### config.mk
export PLATFORM = sky130hd
export DESIGN_NAME = grid_mover
export DESIGN_NICKNAME = d
export VERILOG_FILES = /design/src/rtl/game_pkg.sv /design/src/rtl/frame_tick_sync.sv /design/src/rtl/grid_mover.sv
export SDC_FILE = /design/constraint.sdc
export NUM_CORES = 1
export LEC_CHECK = 0
export ABC_AREA = 1
export BUFFER_PORTS_ARGS = -buffer_cell sky130_fd_sc_hd__buf_4
export CAP_MARGIN = 5
export CORE_ASPECT_RATIO = 1.1
export CORE_MARGIN = 2
export CORE_UTILIZATION = 40
export DETAILED_ROUTE_END_ITERATION = 6
export SLEW_MARGIN = 20
export SYNTH_ARGS = -nofsm -noshare
export SYNTH_HDL_FRONTEND = slang
export SYNTH_SLANG_ARGS = --single-unit
### constraint.sdc
create_clock -name Clk -period 4.56 [get_ports Clk]
set_input_delay 0.912 -clock Clk [delete_from_list [all_inputs] [get_ports Clk]]
set_output_delay 0.912 -clock Clk [all_outputs]
set_load 0.005 [all_outputs]
### src/rtl/game_pkg.sv
// game_pkg: shared direction/state types, keycodes and tile helpers for game-field blocks
package game_pkg;
  typedef enum logic [1:0] {UP = 2'd0, DOWN = 2'd1, LEFT = 2'd2, RIGHT = 2'd3} dir_t;
  typedef enum logic {IDLE = 1'b0, MOVING = 1'b1} mover_state_t;
  localparam logic [7:0] KEY_RIGHT_A = 8'd79, KEY_RIGHT_B = 8'd7;
  localparam logic [7:0] KEY_LEFT_A  = 8'd80, KEY_LEFT_B  = 8'd4;
  localparam logic [7:0] KEY_DOWN_A  = 8'd81, KEY_DOWN_B  = 8'd22;
  localparam logic [7:0] KEY_UP_A    = 8'd82, KEY_UP_B    = 8'd26;
  // returns {valid, dir}
  function automatic logic [2:0] key_decode(input logic [7:0] k);
    return (k == KEY_RIGHT_A || k == KEY_RIGHT_B) ? {1'b1, RIGHT} :
           (k == KEY_LEFT_A  || k == KEY_LEFT_B)  ? {1'b1, LEFT}  :
           (k == KEY_DOWN_A  || k == KEY_DOWN_B)  ? {1'b1, DOWN}  :
           (k == KEY_UP_A    || k == KEY_UP_B)    ? {1'b1, UP}    : 3'b000;
  endfunction
  function automatic logic in_map(input dir_t d, input logic [4:0] tx, input logic [4:0] ty,
                                  input int mw, input int mh);
    return d == UP ? ty != 5'd0 : d == DOWN ? int'(ty) < mh - 1 :
           d == LEFT ? tx != 5'd0 : int'(tx) < mw - 1;
  endfunction
endpackage

### src/rtl/frame_tick_sync.sv
// frame_tick_sync: synchronises an asynchronous frame strobe and emits a one-Clk tick per rising edge
module frame_tick_sync (
  input  logic Clk,
  input  logic Reset_n,
  input  logic frame_clk,
  output logic tick
);
  logic s1, s2, s3;
  always_ff @(posedge Clk or negedge Reset_n)
    if (!Reset_n) begin
      s1 <= 1'b0;
      s2 <= 1'b0;
      s3 <= 1'b0;
      tick <= 1'b0;
    end else begin
      s1 <= frame_clk;
      s2 <= s1;
      s3 <= s2;
      tick <= s2 & ~s3;
    end
endmodule

### src/rtl/grid_mover.sv
// grid_mover: tile-locked character motion controller with is_Char overlay.
// Define GRID_MOVER_QUEUE_EN to add a 1-entry direction queue chaining moves on arrival.
module grid_mover import game_pkg::*; #(
  parameter int COORD_W   = 10,
  parameter int TILE_LOG2 = 5,
  parameter int MAP_W     = 15,
  parameter int MAP_H     = 15,
  parameter int STEP_W    = 4,
  parameter int SPAWN_TX  = 1,
  parameter int SPAWN_TY  = 1
) (
  input  logic               Clk,
  input  logic               Reset_n,
  input  logic               frame_clk,
  input  logic [7:0]         move,
  input  logic               upID,
  input  logic               downID,
  input  logic               leftID,
  input  logic               rightID,
  input  logic [STEP_W-1:0]  Step,
  input  logic               respawn,
  input  logic [4:0]         Spawn_TX,
  input  logic [4:0]         Spawn_TY,
  input  logic [COORD_W-1:0] DrawX,
  input  logic [COORD_W-1:0] DrawY,
  output logic [COORD_W-1:0] Char_X_Pos,
  output logic [COORD_W-1:0] Char_Y_Pos,
  output logic [4:0]         Char_TX,
  output logic [4:0]         Char_TY,
  output dir_t               dir,
  output logic               moving,
  output logic               is_Char
);
  localparam int TILE = 1 << TILE_LOG2;
  localparam int RW = TILE_LOG2 + 1;
  mover_state_t state;
  logic [RW-1:0] rem, d;
  logic [STEP_W-1:0] s1;
  logic [2:0] kd;
  logic [3:0] pass;
  logic [4:0] ntx, nty;
  logic [COORD_W-1:0] dpx, ddx, ddy;
  logic tick, key_v, idle_ok, arrive;
  dir_t key_d;
  frame_tick_sync u_sync (.Clk(Clk), .Reset_n(Reset_n), .frame_clk(frame_clk), .tick(tick));
  assign kd = key_decode(move);
  assign key_v = kd[2];
  assign key_d = dir_t'(kd[1:0]);
  assign pass = {rightID, leftID, downID, upID};
  assign idle_ok = pass[key_d] && in_map(key_d, Char_TX, Char_TY, MAP_W, MAP_H);
  assign s1 = Step == '0 ? STEP_W'(1) : Step;
  assign d = int'(s1) < int'(rem) ? RW'(s1) : rem;
  assign dpx = COORD_W'(d);
  assign arrive = d == rem;
  // destination tile of the move in progress
  assign ntx = dir == RIGHT ? Char_TX + 5'd1 : dir == LEFT ? Char_TX - 5'd1 : Char_TX;
  assign nty = dir == DOWN ? Char_TY + 5'd1 : dir == UP ? Char_TY - 5'd1 : Char_TY;
  assign ddx = DrawX - Char_X_Pos;
  assign ddy = DrawY - Char_Y_Pos;
  assign is_Char = ddx < COORD_W'(TILE) && ddy < COORD_W'(TILE);
`ifdef GRID_MOVER_QUEUE_EN
  logic q_v, q_ok;
  dir_t q_d;
  assign q_ok = pass[q_d] && in_map(q_d, ntx, nty, MAP_W, MAP_H);
`endif
  always_ff @(posedge Clk or negedge Reset_n)
    if (!Reset_n) begin
      state <= IDLE;
      moving <= 1'b0;
      rem <= '0;
      dir <= DOWN;
      Char_TX <= 5'(SPAWN_TX);
      Char_TY <= 5'(SPAWN_TY);
      Char_X_Pos <= COORD_W'(SPAWN_TX * TILE);
      Char_Y_Pos <= COORD_W'(SPAWN_TY * TILE);
`ifdef GRID_MOVER_QUEUE_EN
      q_v <= 1'b0;
      q_d <= DOWN;
`endif
    end else if (respawn) begin
      state <= IDLE;
      moving <= 1'b0;
      rem <= '0;
      dir <= DOWN;
      Char_TX <= Spawn_TX;
      Char_TY <= Spawn_TY;
      Char_X_Pos <= COORD_W'(Spawn_TX) << TILE_LOG2;
      Char_Y_Pos <= COORD_W'(Spawn_TY) << TILE_LOG2;
`ifdef GRID_MOVER_QUEUE_EN
      q_v <= 1'b0;
`endif
    end else if (tick) begin
      if (state == IDLE) begin
        if (key_v) begin
          dir <= key_d;
          if (idle_ok) begin
            state <= MOVING;
            moving <= 1'b1;
            rem <= RW'(TILE);
          end
        end
      end else begin
        Char_X_Pos <= dir == RIGHT ? Char_X_Pos + dpx : dir == LEFT ? Char_X_Pos - dpx : Char_X_Pos;
        Char_Y_Pos <= dir == DOWN ? Char_Y_Pos + dpx : dir == UP ? Char_Y_Pos - dpx : Char_Y_Pos;
        rem <= rem - d;
        if (arrive) begin
          Char_TX <= ntx;
          Char_TY <= nty;
`ifdef GRID_MOVER_QUEUE_EN
          q_v <= 1'b0;
          if (q_v) dir <= q_d;
          if (q_v && q_ok) rem <= RW'(TILE);
          else begin
            state <= IDLE;
            moving <= 1'b0;
          end
`else
          state <= IDLE;
          moving <= 1'b0;
`endif
        end
`ifdef GRID_MOVER_QUEUE_EN
        else if (key_v) begin
          q_v <= 1'b1;
          q_d <= key_d;
        end
`endif
      end
    end
endmodule

After elaboration in Yosys (flattened, before gate mapping):

Index checks and enable logic that the tools add are counted.

* bits in registers: 44
* input port bits: 50
* output and inout port bits: 34
* logic and storage cells: 127

* add/subtract/negate cells: 11
* magnitude comparators: 6
* equal/unequal tests: 16
* multiplexer cells: 54
* bitwise gates (word level): 2
* reductions and logical operators: 26

Operators with widths (count)
* two-way mux 10 bit: 10
* two-way mux 5 bit: 12
* two-way mux 6 bit: 6
* equality test 8 x 7 -> 1 bit, second input constant: 4
* adder 10 x 6 -> 10 bit: 2
* < comparator 10 x 6 -> 1 bit, second input constant: 2
* subtractor 10 bit: 2
* subtractor 10 x 6 -> 10 bit: 2
* equality test 8 x 3 -> 1 bit, second input constant: 2
* equality test 8 x 5 -> 1 bit, second input constant: 2
* two-way mux 1 bit: 16
* two-way mux 3 bit: 4
* AND reduction 3 bit: 4
* AND reduction 4 bit: 3
* nonzero test 3 bit: 4
* adder 5 x 1 -> 5 bit, second input constant: 2
* < comparator 5 x 4 -> 1 bit, second input constant: 2
* nonzero test 5 bit: 2
* subtractor 5 x 1 -> 5 bit, second input constant: 2
* two-way mux 2 bit: 4
* nonzero test 2 bit: 4
* equality test 2 bit, second input constant: 3
* equality test 6 bit: 1
* < comparator 4 x 6 -> 1 bit: 1
* other kinds (13): 19

Logic depth before layout (Yosys ltp):

Gate-level depths: netlist (run 1).

* depth after elaboration: 16
* depth in mapped cells: 25
* gate-level depth less buffers: 25

Cells and area by module:

Synthesis (run 1) repeated with hierarchy kept, for this count alone.

* cells, all modules: 578
* area, all modules: 4301.6 um^2

Modules (own cells, without submodules)
* grid_mover: times used 1, cells an instance 572, area an instance 4191.5 um^2, sequential area each 1007.2 um^2
* frame_tick_sync: times used 1, cells an instance 6, area an instance 110.1 um^2, sequential area each 100.1 um^2

Worst setup path before layout (run 1):

OpenSTA, ideal clock, no wires.

* kind: in2reg
* start point: input Step[3]
* end point: register Char_Y_Pos[9]
* setup time: 73 ps
* data arrival time: 3829 ps
* required time: 4487 ps
* slack: 658 ps
* stages: 23
* buffers on the path: 1
* path through: dlygate4sd1_1 > ha_1 > nand2_1 > inv_1 > o21ai_4 > nand2_4 > nand2_1 > nand2_2 > inv_2 > ha_1 > nand2_1 > nor2_1 > nor2_1 > ha_1 > inv_1 > nor3_1 > nand3_1 > nand4_1 > xor2_1 > inv_1 > nand3_1 > nand3_1 > a21oi_2

* word-level cells in the longest chain between the ends: 10
* elaborated cells on any way between the ends: 11
* those cells by class: 2 x add/sub; 1 x order compare; 7 x mux; 1 x reduce/logical

RTL lines
* start, declared: line grid_mover.sv:20 `input logic [STEP_W-1:0] Step,`
* logical NOT 4 bit: line grid_mover.sv:51 `assign s1 = Step == '0 ? STEP_W'(1) : Step;`
* two-way mux 4 bit *: line grid_mover.sv:51
* < comparator 4 x 6 -> 1 bit: line grid_mover.sv:52 `assign d = int'(s1) < int'(rem) ? RW'(s1) : rem;`
* two-way mux 6 bit *: line grid_mover.sv:52
* subtractor 10 x 6 -> 10 bit: line grid_mover.sv:104 `Char_Y_Pos <= dir == DOWN ? Char_Y_Pos + dpx : dir == UP ? Char_Y_Pos - dpx : Char_Y_Pos;`
* two-way mux 10 bit: line grid_mover.sv:104
* two-way mux 10 bit *: line grid_mover.sv:104
* two-way mux 10 bit *: line grid_mover.sv:93 `if (state == IDLE) begin`
* two-way mux 10 bit *: line grid_mover.sv:92 `end else if (tick) begin`
* two-way mux 10 bit *: line grid_mover.sv:80 `end else if (respawn) begin`
* end signal, assigned: line grid_mover.sv:75 `Char_Y_Pos <= COORD_W'(SPAWN_TY * TILE);`
* end signal, assigned: line grid_mover.sv:88 `Char_Y_Pos <= COORD_W'(Spawn_TY) << TILE_LOG2;`
* end signal, assigned: line grid_mover.sv:104
* end, declared: line grid_mover.sv:27 `output logic [COORD_W-1:0] Char_Y_Pos,`

Every way passes the cells marked *; elsewhere a longest branch is shown, timed or not. The select of a mux whose other input is x is not followed.
A chain may end at the register's enable or synchronous reset.

Final worst setup path (run 1):

Same ends and word-level chain as after synthesis.

==> metrics.txt, run 1 <==
status=finished clean; final setup vio count=0; WL/cell=roughly 14 um; Post-DRT Antenna Nets=0; Yosys reg bits=44; Max Slew Vio Count=0; drt first pass iters=5; Hold Crit Class=flop to flop; total power=~0.0025 W; Tcrit/Tclk final=87.1%; CP max FO=6; Setup TNS=0 ns; pwr/cell area=485 nW/um^2; Clock Sinks=44; Die X=103 um; worst-margin pin slew=0.818 ns; CP Class=input pin to flop; top cells by count, synth=nand2_1 (106), inv_1 (81), nor2_1 (49); leakage=2.64 nW; CTS Buffer Depth=2; I/O pin cnt=84; RSZ-0062 raised after global routing=no; GPL Wtd Cong=0.856; Iteration-0 DRC Markers=154; Cells after Synth=around 580; GRT overflow=0; clock-pin slew on the worst setup and hold paths=0.07 ns; Netlist cell types=47; detailed-route wire length=11,500 um; synth warn=0; full die area=11,600 um^2; Critical Path End Type=flop; Post-synth EDFFs=0; synthesized area per cell=7.35 um^2; Slew headroom=45.2%; Worst EP required=4.79 ns; largest net degree at the start of global routing=45; clk_lat worst skew=0.29 ns; Placement Setup Slack=0.328 ns; hold_buf cts=0; core area=10,400 um^2; main area contributors after synthesis=dfrtp_1 (23%), ha_1 (14%), nand2_1 (9.3%); most frequent cell after synthesis=nand2_1; post-route setup slack=0.587 ns; Peak VDD IR=0.242 mV; Total GRT Usage=21.0%; CTS resizes=0; via density per instance=5.15; Synth Flop Type=dfrtp_1; Synth Net Count=686; Area Overhead vs Synth=22.5%; Layout Skew=0.00761 ns; via count=4,184; CTS H-tree depth=2; Synth top area share=22.8%; Setup crit start kind=input pin; post-synth top area cell=dfrtp_1; Tmin final=3.97 ns; number of port buffers=83; Max Cap Viol=0; root buf cell=clkbuf_16; # rows=39; Post-CTS Setup Bufs=0; first-pass GRT wire length=19,400 um; part of the Yosys area used for sequential elements=25.8%; Critical Path AT=approximately 4.2 ns; post-DP HPWL=9360 um; initial antenna violation count=0; # nets final=roughly 770; final core utilization=about 50%; number of diodes=0; cell area after synthesis=4290 um^2; layout cells sized above 1=19.6%; TritonCTS Buffers=5; Die H=roughly 110 um; DRC=0; vias in the first global route=between 4,000 and 5,000; final hold violations=0; Initial Util=around two fifths; fraction of registers with async set/reset=100%; CTS tree=built; highest clock rate=0.252 GHz
==> area by class of cell <==
class	count	area [um^2]
clock buffers	6	129
clock inverters	2	60.1
fillers	1049	5140
inverters	90	340
multi-input cells	444	2810
flip-flops and latches	44	1110
well taps	143	179
repair buffers	83	623
==> per-stage QoR <==
stage          instances  hold WS [ns]  instance area (um^2)
6_report             812         0.358                  5250
5_1_grt              812         0.375                  5250
3_3_place_gp         804         0.341                  5060
4_1_cts              812         0.363                  5250
2_1_floorplan        583         0.331                  4290
3_5_place_dp         804         0.349                  5060
==> critical path, stage by stage <==
cell and delay, ns:
buf_4 0.12, ha_1 0.28, nand2_1 0.07, inv_1 0.06
o21ai_4 0.20, nand2_4 0.09, nand2_1 0.07, nand2_2 0.09
inv_2 0.13, ha_1 0.20, nand2_1 0.06, nor2_1 0.33
nor2_1 0.10, ha_1 0.35, inv_1 0.08, nor3_1 0.26
nand3_1 0.11, nand4_1 0.12, xor2_1 0.20, inv_1 0.06
nand3_1 0.08, nand3_1 0.10, a21oi_2 0.13
==> final timing paths <==
path | endpoint | slack (ns) | startpoint | cells after the start
worst max-delay path | Char_Y_Pos[9]$_DFFE_PN0P_ | 0.59 | Step[3] | 23
worst min-delay path | u_sync.s2$_DFF_PN0_ | 0.36 | u_sync.s1$_DFF_PN0_ | 0
worst max register to register | Char_Y_Pos[9]$_DFFE_PN0P_ | 0.87 | rem[3]$_DFFE_PN0P_ | 23
worst min register to register | u_sync.s2$_DFF_PN0_ | 0.36 | u_sync.s1$_DFF_PN0_ | 0
max in group asynchronous | rem[1]$_DFFE_PN0P_ | 3.53 | Reset_n | 1
min in group asynchronous | Char_TY[2]$_DFFE_PN0P_ | 0.62 | Reset_n | 1
==> flip-flops by register name (all words and copies together), names as in the netlist <==
signal,flops
Char_TX,5
Char_TY,5
Char_X_Pos,10
Char_Y_Pos,10
dir,2
moving,1
rem,6
state,1
u_sync.s1,1
u_sync.s2,1
u_sync.s3,1
u_sync.tick,1
==> routing by layer <==
| layer | share of wire, % | wire length [um] | track usage (%) |
|---|---|---|---|
| met4 | 1.7 | 192 | 6.67 |
| met5 | 0 | 0 | 0 |
| met2 | 48 | 5520 | 35.7 |
| met3 | 4.9 | 560 | 3.11 |
| met1 | 45 | 5200 | 27.3 |
==> cells in the final DEF, fill, tap and decap left out, drive strengths merged, types with 17 or more instances in the layout <==
master and instances:
xor2 25, dfrtp 39, ha 48, nand4 17
a21oi 47, o21ai 33, buf 83, nand3 37
nor2 53, nand2 115, inv 90
==> power breakdown <==
| part | internal, W | switching [W] |
|---|---|---|
| clock network | 0.000314 | 0.000157 |
| logic | 0.000632 | 0.000840 |
| registers | 0.000484 | 0.000117 |
==> cell families (layout without fill, tap and decap cells) <==
logic type | Yosys count | after routing | synth area share [%]
buffers and inverters | 95 | 181 | 8.55
AO/OA/AOI/OAI | 119 | 119 | 16.8
adder cells (fa/ha/maj) | 53 | 53 | 16.4
flip-flops | 44 | 44 | 25.8
XOR/XNOR | 30 | 30 | 6.13
AND/OR/NAND/NOR | 242 | 242 | 26.3
Note: power is estimated with default switching activity, not from simulation.
==> run 2, diff against run 1 <==
--- a/config.mk
+++ b/config.mk
@@ -6,7 +6,7 @@
 export NUM_CORES = 1
 export LEC_CHECK = 0
 export ABC_AREA = 1
-export BUFFER_PORTS_ARGS = -buffer_cell sky130_fd_sc_hd__buf_4
+export BUFFER_PORTS_ARGS = -buffer_cell sky130_fd_sc_hd__buf_2
 export CAP_MARGIN = 5
 export CORE_ASPECT_RATIO = 1.1
 export CORE_MARGIN = 2
==> run 2 against run 1 <==
- clock power decreased by 26%
- design area fell by 5.0%
- via count down 1.3%
- register-to-register slack better by 0.03 ns
- sequential share of layout area rose by 1.1 points
- count of clock-buffer cells in the layout did not move
- core utilization shrank 2.5 points
- routed wire length shrank 1.4%
- sequential power is essentially flat
- setup slack better by 0.0070 ns
- critical path depth unchanged
- largest cell class unchanged
- largest power group unchanged
==> metrics.txt, run 2 (synthesis gave the netlist of run 1 again) <==
status=finished clean; final hold violations=0 (unchanged); CTS H-tree depth=2 (unchanged); Die H=113 um (unchanged); Tmin final=3.97 ns (-0.00695 ns); Setup crit start kind=input pin; CTS tree=built; # rows=39 (unchanged); CP Class=input pin to flop; drt first pass iters=4 (-1); via count=4,128 (-1.3%); Logic pwr share=60.1% (+2.2 points); RSZ-0062 raised after global routing=no; CTS resizes=0 (unchanged); Worst EP required=4.77 ns (-0.02 ns); final setup vio count=0 (unchanged); Critical Path AT=4.18 ns (-0.02 ns); leakage=2.55 nW (-3.2%); clk_lat worst skew=0.28 ns (about the same); CTS Buffer Depth=2 (unchanged); Layout Skew=0.00657 ns (-0.00104 ns); vias in the first global route=4,104 (-2.2%); Hold Crit Class=flop to flop; number of diodes=0 (unchanged); worst-margin pin slew=0.826 ns (+0.00776 ns); # nets final=771 (unchanged); clock-pin slew on the worst setup and hold paths=0.06 ns (about the same); Max Cap Viol=0 (unchanged); Slew headroom=44.7% (-0.52 points); Int Pwr=0.00127 W (-12%); commonest non-fill, non-tap cell in the layout=nand2_1; first-pass GRT wire length=18,500 um (-4.5%); Post-CTS Setup Bufs=0 (unchanged); Peak VDD IR=0.170 mV (-30%); DRC=0 (unchanged); Die X=103 um (unchanged); Top Registers=Char_X_Pos: 10 flops, Char_Y_Pos: 10 flops, rem: 6 flops; full die area=11,600 um^2 (unchanged); I/O pin cnt=84 (unchanged); Critical Path End Type=flop; sw power=0.00111 W (-0.74%); core area=10,400 um^2 (unchanged); GPL Wtd Cong=0.869 (+1.6%); total power=0.00237 W (-6.8%); root buf cell=clkbuf_16; Sw Ratio=46.6% (+2.8 points); Setup TNS=0 ns (unchanged); part of the power in registers=25.2% (+1.6 points); Initial Util=41.2% (unchanged); Tcrit/Tclk final=87.0% (-0.15 points); highest clock rate=0.252 GHz (+0.18%); WL/cell=13.9 um (-1.3%); Area Overhead vs Synth=16.4%; CP max FO=6 (unchanged); number of port buffers=83 (unchanged); TritonCTS Buffers=5 (unchanged); hold_buf cts=0 (unchanged); commonest non-fill, non-tap cells in the layout=nand2_1 (106), buf_2 (82), inv_1 (81); largest net degree at the start of global routing=45 (unchanged); clock share of power=14.7% (-3.8 points); detailed-route wire length=11,300 um (-1.4%); Iteration-0 DRC Markers=168 (+9.1%); Clock Sinks=44 (unchanged); via density per instance=5.09 (-1.2%); GRT overflow=0 (unchanged); initial antenna violation count=0 (unchanged); layout cells sized above 1=19.5% (-0.12 points); pwr/cell area=475 nW/um^2 (-1.9%); Post-DRT Antenna Nets=0 (unchanged); Max Slew Vio Count=0 (unchanged); post-DP HPWL=9240 um (-1.3%); Total GRT Usage=20.1% (-0.95 points)
==> run 2: cell types whose count changed in the layout (fill, tap and decap cells not counted), sizes merged <==
cell,previous run,this run
bufinv,2,0
clkinv,0,1
==> run 2: stage by stage <==
stage,setup slack [ns],area (um^2),std cells,hold slack (ns),util [%]
finish,0.594,4990,811,0.355,48.0
global route,0.283,4990,811,0.371,48.0
CTS,0.579,4990,811,0.359,48.0
detailed placement,0.298,4850,804,0.336,46.7
global placement,0.434,4850,804,0.338,46.7
floorplan,0.658,4290,583,0.331,-
==> run 2: path summary, 6_finish.rpt <==
path                                     start                   endpoint  slack (ns)  cells after the start
setup / recovery                       Step[3]  Char_Y_Pos[9]$_DFFE_PN0P_        0.59                     23
hold / removal             u_sync.s1$_DFF_PN0_        u_sync.s2$_DFF_PN0_        0.36                      0
setup reg to reg            rem[3]$_DFFE_PN0P_  Char_Y_Pos[9]$_DFFE_PN0P_        0.90                     23
hold reg to reg            u_sync.s1$_DFF_PN0_        u_sync.s2$_DFF_PN0_        0.36                      0
max in group asynchronous              Reset_n         rem[1]$_DFFE_PN0P_        3.52                      1
min in group asynchronous              Reset_n     Char_TY[2]$_DFFE_PN0P_        0.64                      1
==> run 2: critical path, cell delays in order <==
cell and delay (ns):
buf_2 0.12, ha_1 0.28, nand2_1 0.07, inv_1 0.06
o21ai_4 0.20, nand2_4 0.09, nand2_1 0.07, nand2_2 0.09
inv_2 0.13, ha_1 0.20, nand2_1 0.06, nor2_1 0.34
nor2_1 0.08, ha_1 0.35, inv_1 0.08, nor3_1 0.25
nand3_1 0.11, nand4_1 0.12, xor2_1 0.19, inv_1 0.07
nand3_1 0.08, nand3_1 0.10, a21oi_2 0.13
==> run 2: layout make-up <==
cell class,count,area [um^2]
Clock inverter,1,5.00
Sequential cell,44,1110
Inverter,90,340
Timing Repair Buffer,83,418
Clock buffer,6,129
Tap cell,143,179
Fill cell,1073,5400
Multi-Input combinational cell,444,2810
==> run 2: power by group through the flow <==
stage / registers (W) / clock network [W] / logic [W]
6_report: 0.000598 / 0.000349 / 0.00142
5_1_grt: 0.000615 / 0.000377 / 0.00162
4_1_cts: 0.000601 / 0.000360 / 0.00143
3_5_place_dp: 0.000606 / 0 / 0.00142
3_3_place_gp: 0.000602 / 0 / 0.00139
2_1_floorplan: 0.000580 / 0 / 0.00108
==> run 2: per-layer routing <==
| metal | vias to the layer above | part of all wire (%) | GRT usage [%] |
|---|---|---|---|
| li1 | 2139 | - | - |
| met1 | 1884 | 46 | 26.1 |
| met2 | 95 | 48 | 34.5 |
| met3 | 10 | 4.9 | 2.93 |
| met4 | 0 | 1.1 | 5.60 |
| met5 | - | 0 | 0 |
==> run 3, diff against run 2 <==
--- a/config.mk
+++ b/config.mk
@@ -12,6 +12,7 @@
 export CORE_MARGIN = 2
 export CORE_UTILIZATION = 40
 export DETAILED_ROUTE_END_ITERATION = 6
+export GPL_TIMING_DRIVEN = 0
 export SLEW_MARGIN = 20
 export SYNTH_ARGS = -nofsm -noshare
 export SYNTH_HDL_FRONTEND = slang
==> run 3 against run 2 <==
- first-iteration DRC count rose by 2.4%
- design area rose by 0.65%
- combinational power about the same
- largest cell class unchanged
- via count up 0.80%
- critical path type unchanged
- count of clock-buffer cells in the layout up 1
- total power up 0.34%
- hold slack worse by 0.0037 ns
- register-to-register slack improved by 0.03 ns
- sequential cell count unchanged
- routed wire length down 0.21%
- core utilization rose by 0.31 points
- highest routed layer unchanged
- global-route usage rose by 0.67 points
==> metrics.txt, run 3 (synthesis gave the netlist of run 1 again) <==
Buf+Inv Stages, Crit Path=4 (-1); Setup crit start kind=input pin; detailed-route wire length=11,300 um (-0.21%); WHS Path Cells=0 (unchanged); Sw Ratio=46.5% (-0.15 points); sw power=0.00111 W (about the same); pwr/cell area=474 nW/um^2 (-0.31%); Int Pwr=0.00127 W (+0.62%); WL/cell=13.8 um (-0.95%); GPL Wtd Cong=0.879 (+1.1%); # nets final=776 (+0.65%); leakage=2.57 nW (+0.67%); I/O pin cnt=84 (unchanged); Max Cap Viol=0 (unchanged); full die area=11,600 um^2 (unchanged); Logic pwr share=60.2% (about the same); Clock Sinks=44 (unchanged); core area=10,400 um^2 (unchanged); commonest non-fill, non-tap cell in the layout=nand2_1; number of port buffers=83 (unchanged); most frequent CP cell=o21ai_0; Slew headroom=59.0% (+14 points); sequential cell area=1110 um^2 (unchanged); drt first pass iters=4 (unchanged); via density per instance=5.09 (about the same); Fillers=1,061 (-1.1%); Area Overhead vs Synth=17.2%; GRT overflow=0 (unchanged); CP Class=input pin to flop; via count=4,161 (+0.80%); highest clock rate=0.240 GHz (-4.8%); commonest non-fill, non-tap cells in the layout=nand2_1 (106), buf_2 (84), inv_1 (81); worst-margin pin slew=0.612 ns (-0.214 ns); layout cells sized above 1=19.7% (+0.27 points); slowest cell delay on critical path=0.34 ns (about the same); status=finished clean; Layout Skew=0.00840 ns (+0.00182 ns); Crit path max-delay family=compound AO/OA/AOI/OAI gates; min-delay src=u_sync.s1$_DFF_PN0_; Hold Crit Class=flop to flop; Tmin final=4.17 ns (+0.200 ns); # rows=39 (unchanged); root buf cell=clkbuf_16; R2R Path Start=rem[3]$_DFFE_PN0P_; flop2flop setup slack=0.93 ns (+0.03 ns); Tcrit/Tclk final=91.4% (+4.4 points); Critical Path End Type=flop; CP Launch Point=Step[3]; part of the power in registers=25.0% (-0.2 points); Initial Util=41.2% (unchanged); Min-Delay Endpoint=u_sync.s2$_DFF_PN0_; clock share of power=14.8% (about the same); Total GRT Usage=20.8% (+0.67 points); final setup vio count=0 (unchanged); Worst EP required=4.77 ns (about the same); Peak VDD IR=0.177 mV (+4.3%); hold_buf cts=0 (unchanged); TritonCTS Buffers=5 (unchanged); CTS tree=built; Setup TNS=0 ns (unchanged); clk_lat worst skew=0.29 ns (about the same); final hold violations=0 (unchanged); Max Slew Vio Count=0 (unchanged); Post-DRT Antenna Nets=0 (unchanged); DRC=0 (unchanged); Die H=113 um (unchanged); largest net degree at the start of global routing=45 (unchanged); CTS H-tree depth=2 (unchanged); CP max FO=5 (-1); Top Registers=Char_X_Pos: 10 flops, Char_Y_Pos: 10 flops, rem: 6 flops; vias in the first global route=4,162 (+1.4%); final core utilization=48.3% (+0.31 points); number of diodes=0 (unchanged); area taken by multi-input logic gates=2810 um^2 (about the same); Die X=103 um (unchanged); clock-pin slew on the worst setup and hold paths=0.06 ns (about the same); CTS Buffer Depth=2 (unchanged); R2R cell count=20 (-13%); post-DP HPWL=9260 um (+0.18%); Iteration-0 DRC Markers=172 (+2.4%); CP cell instances=buf_2, dlygate4sd1_1, ha_1, nand2_1, inv_1, o21ai_4, nand3_1, nand2_2, inv_2, ha_1, xnor2_1, o21ai_0, ha_1, a21oi_1, o21ai_0, a21oi_1, nor2_1, o21ai_0, nand2_1, xor2_1, o21ai_0; initial antenna violation count=0 (unchanged); r2r endpoint=Char_Y_Pos[7]$_DFFE_PN0P_; RSZ-0062 raised after global routing=no; first-pass GRT wire length=19,200 um (+3.4%); critical-path cell with the highest stage delay=ha_1; Critical Path AT=4.38 ns (+0.20 ns)
-- run 3: cell types whose count changed in the layout (fill, tap and decap cells not counted) --
cell,previous run,this run
dlygate4sd1_1,0,1
buf_2,82,84
nor2_2,2,3
clkbuf_1,1,4
nor2_1,49,48
-- run 3: timing repair --
action,in CTS,in global routing
setup endpoints to repair,0,1
setup buffers,0,0
gates resized for setup,0,1
-- run 3: final cells by class --
class                           count  share of cell area, %
Clock buffer                        7                   2.64
Clock inverter                      1                 0.0997
Sequential cell                    44                   22.0
Inverter                           90                   6.78
Buffer                              5                  0.523
Timing Repair Buffer               83                   8.32
Multi-Input combinational cell    444                   56.0
Tap cell                          143                   3.56
-- run 3: worst max-delay path by stage --
stage / to / slack (ns) / cells after the start
after floorplan: Char_Y_Pos[9]$_DFFE_PN0P_ / 0.66 / 23
after global placement: Char_Y_Pos[9]$_DFFE_PN0P_ / 0.09 / 24
after detailed placement: Char_Y_Pos[9]$_DFFE_PN0P_ / 0.01 / 24
after CTS: Char_Y_Pos[9]$_DFFE_PN0P_ / 0.31 / 24
after global routing: Char_Y_Pos[7]$_DFFE_PN0P_ / 0.08 / 21
final: Char_Y_Pos[7]$_DFFE_PN0P_ / 0.39 / 21
-- run 3: routing by layer --
layer  wire (um)  share of wire (%)  vias up  track usage [%]
met5           0                  0        -                0
met4         157                1.4        0             5.69
li1            -                  -     2148                -
met1        5150                 46     1903             27.0
met3         561                5.0       13             3.49
met2        5420                 48       97             35.3
-- run 3: through the flow --
step	worst slack [ns]	std cells	cell area, um^2	power (W)	hold slack (ns)
final	0.393	817	5020	0.00238	0.352
after global routing	0.0775	817	5020	0.00264	0.371
after CTS	0.305	817	5020	0.00240	0.358
after detailed placement	0.00992	809	4880	0.00203	0.344
after global placement	0.0856	809	4880	0.00199	0.338
after floorplan	0.658	583	4290	0.00166	0.331
-- run 3: power by group through the flow --
stage	Clock (W)	Combinational [W]	Sequential [W]
detailed placement	0	0.00142	0.000605
floorplan	0	0.00108	0.000580
CTS	0.000365	0.00143	0.000598
global placement	0	0.00139	0.000601
global route	0.000381	0.00164	0.000613
finish	0.000352	0.00143	0.000596
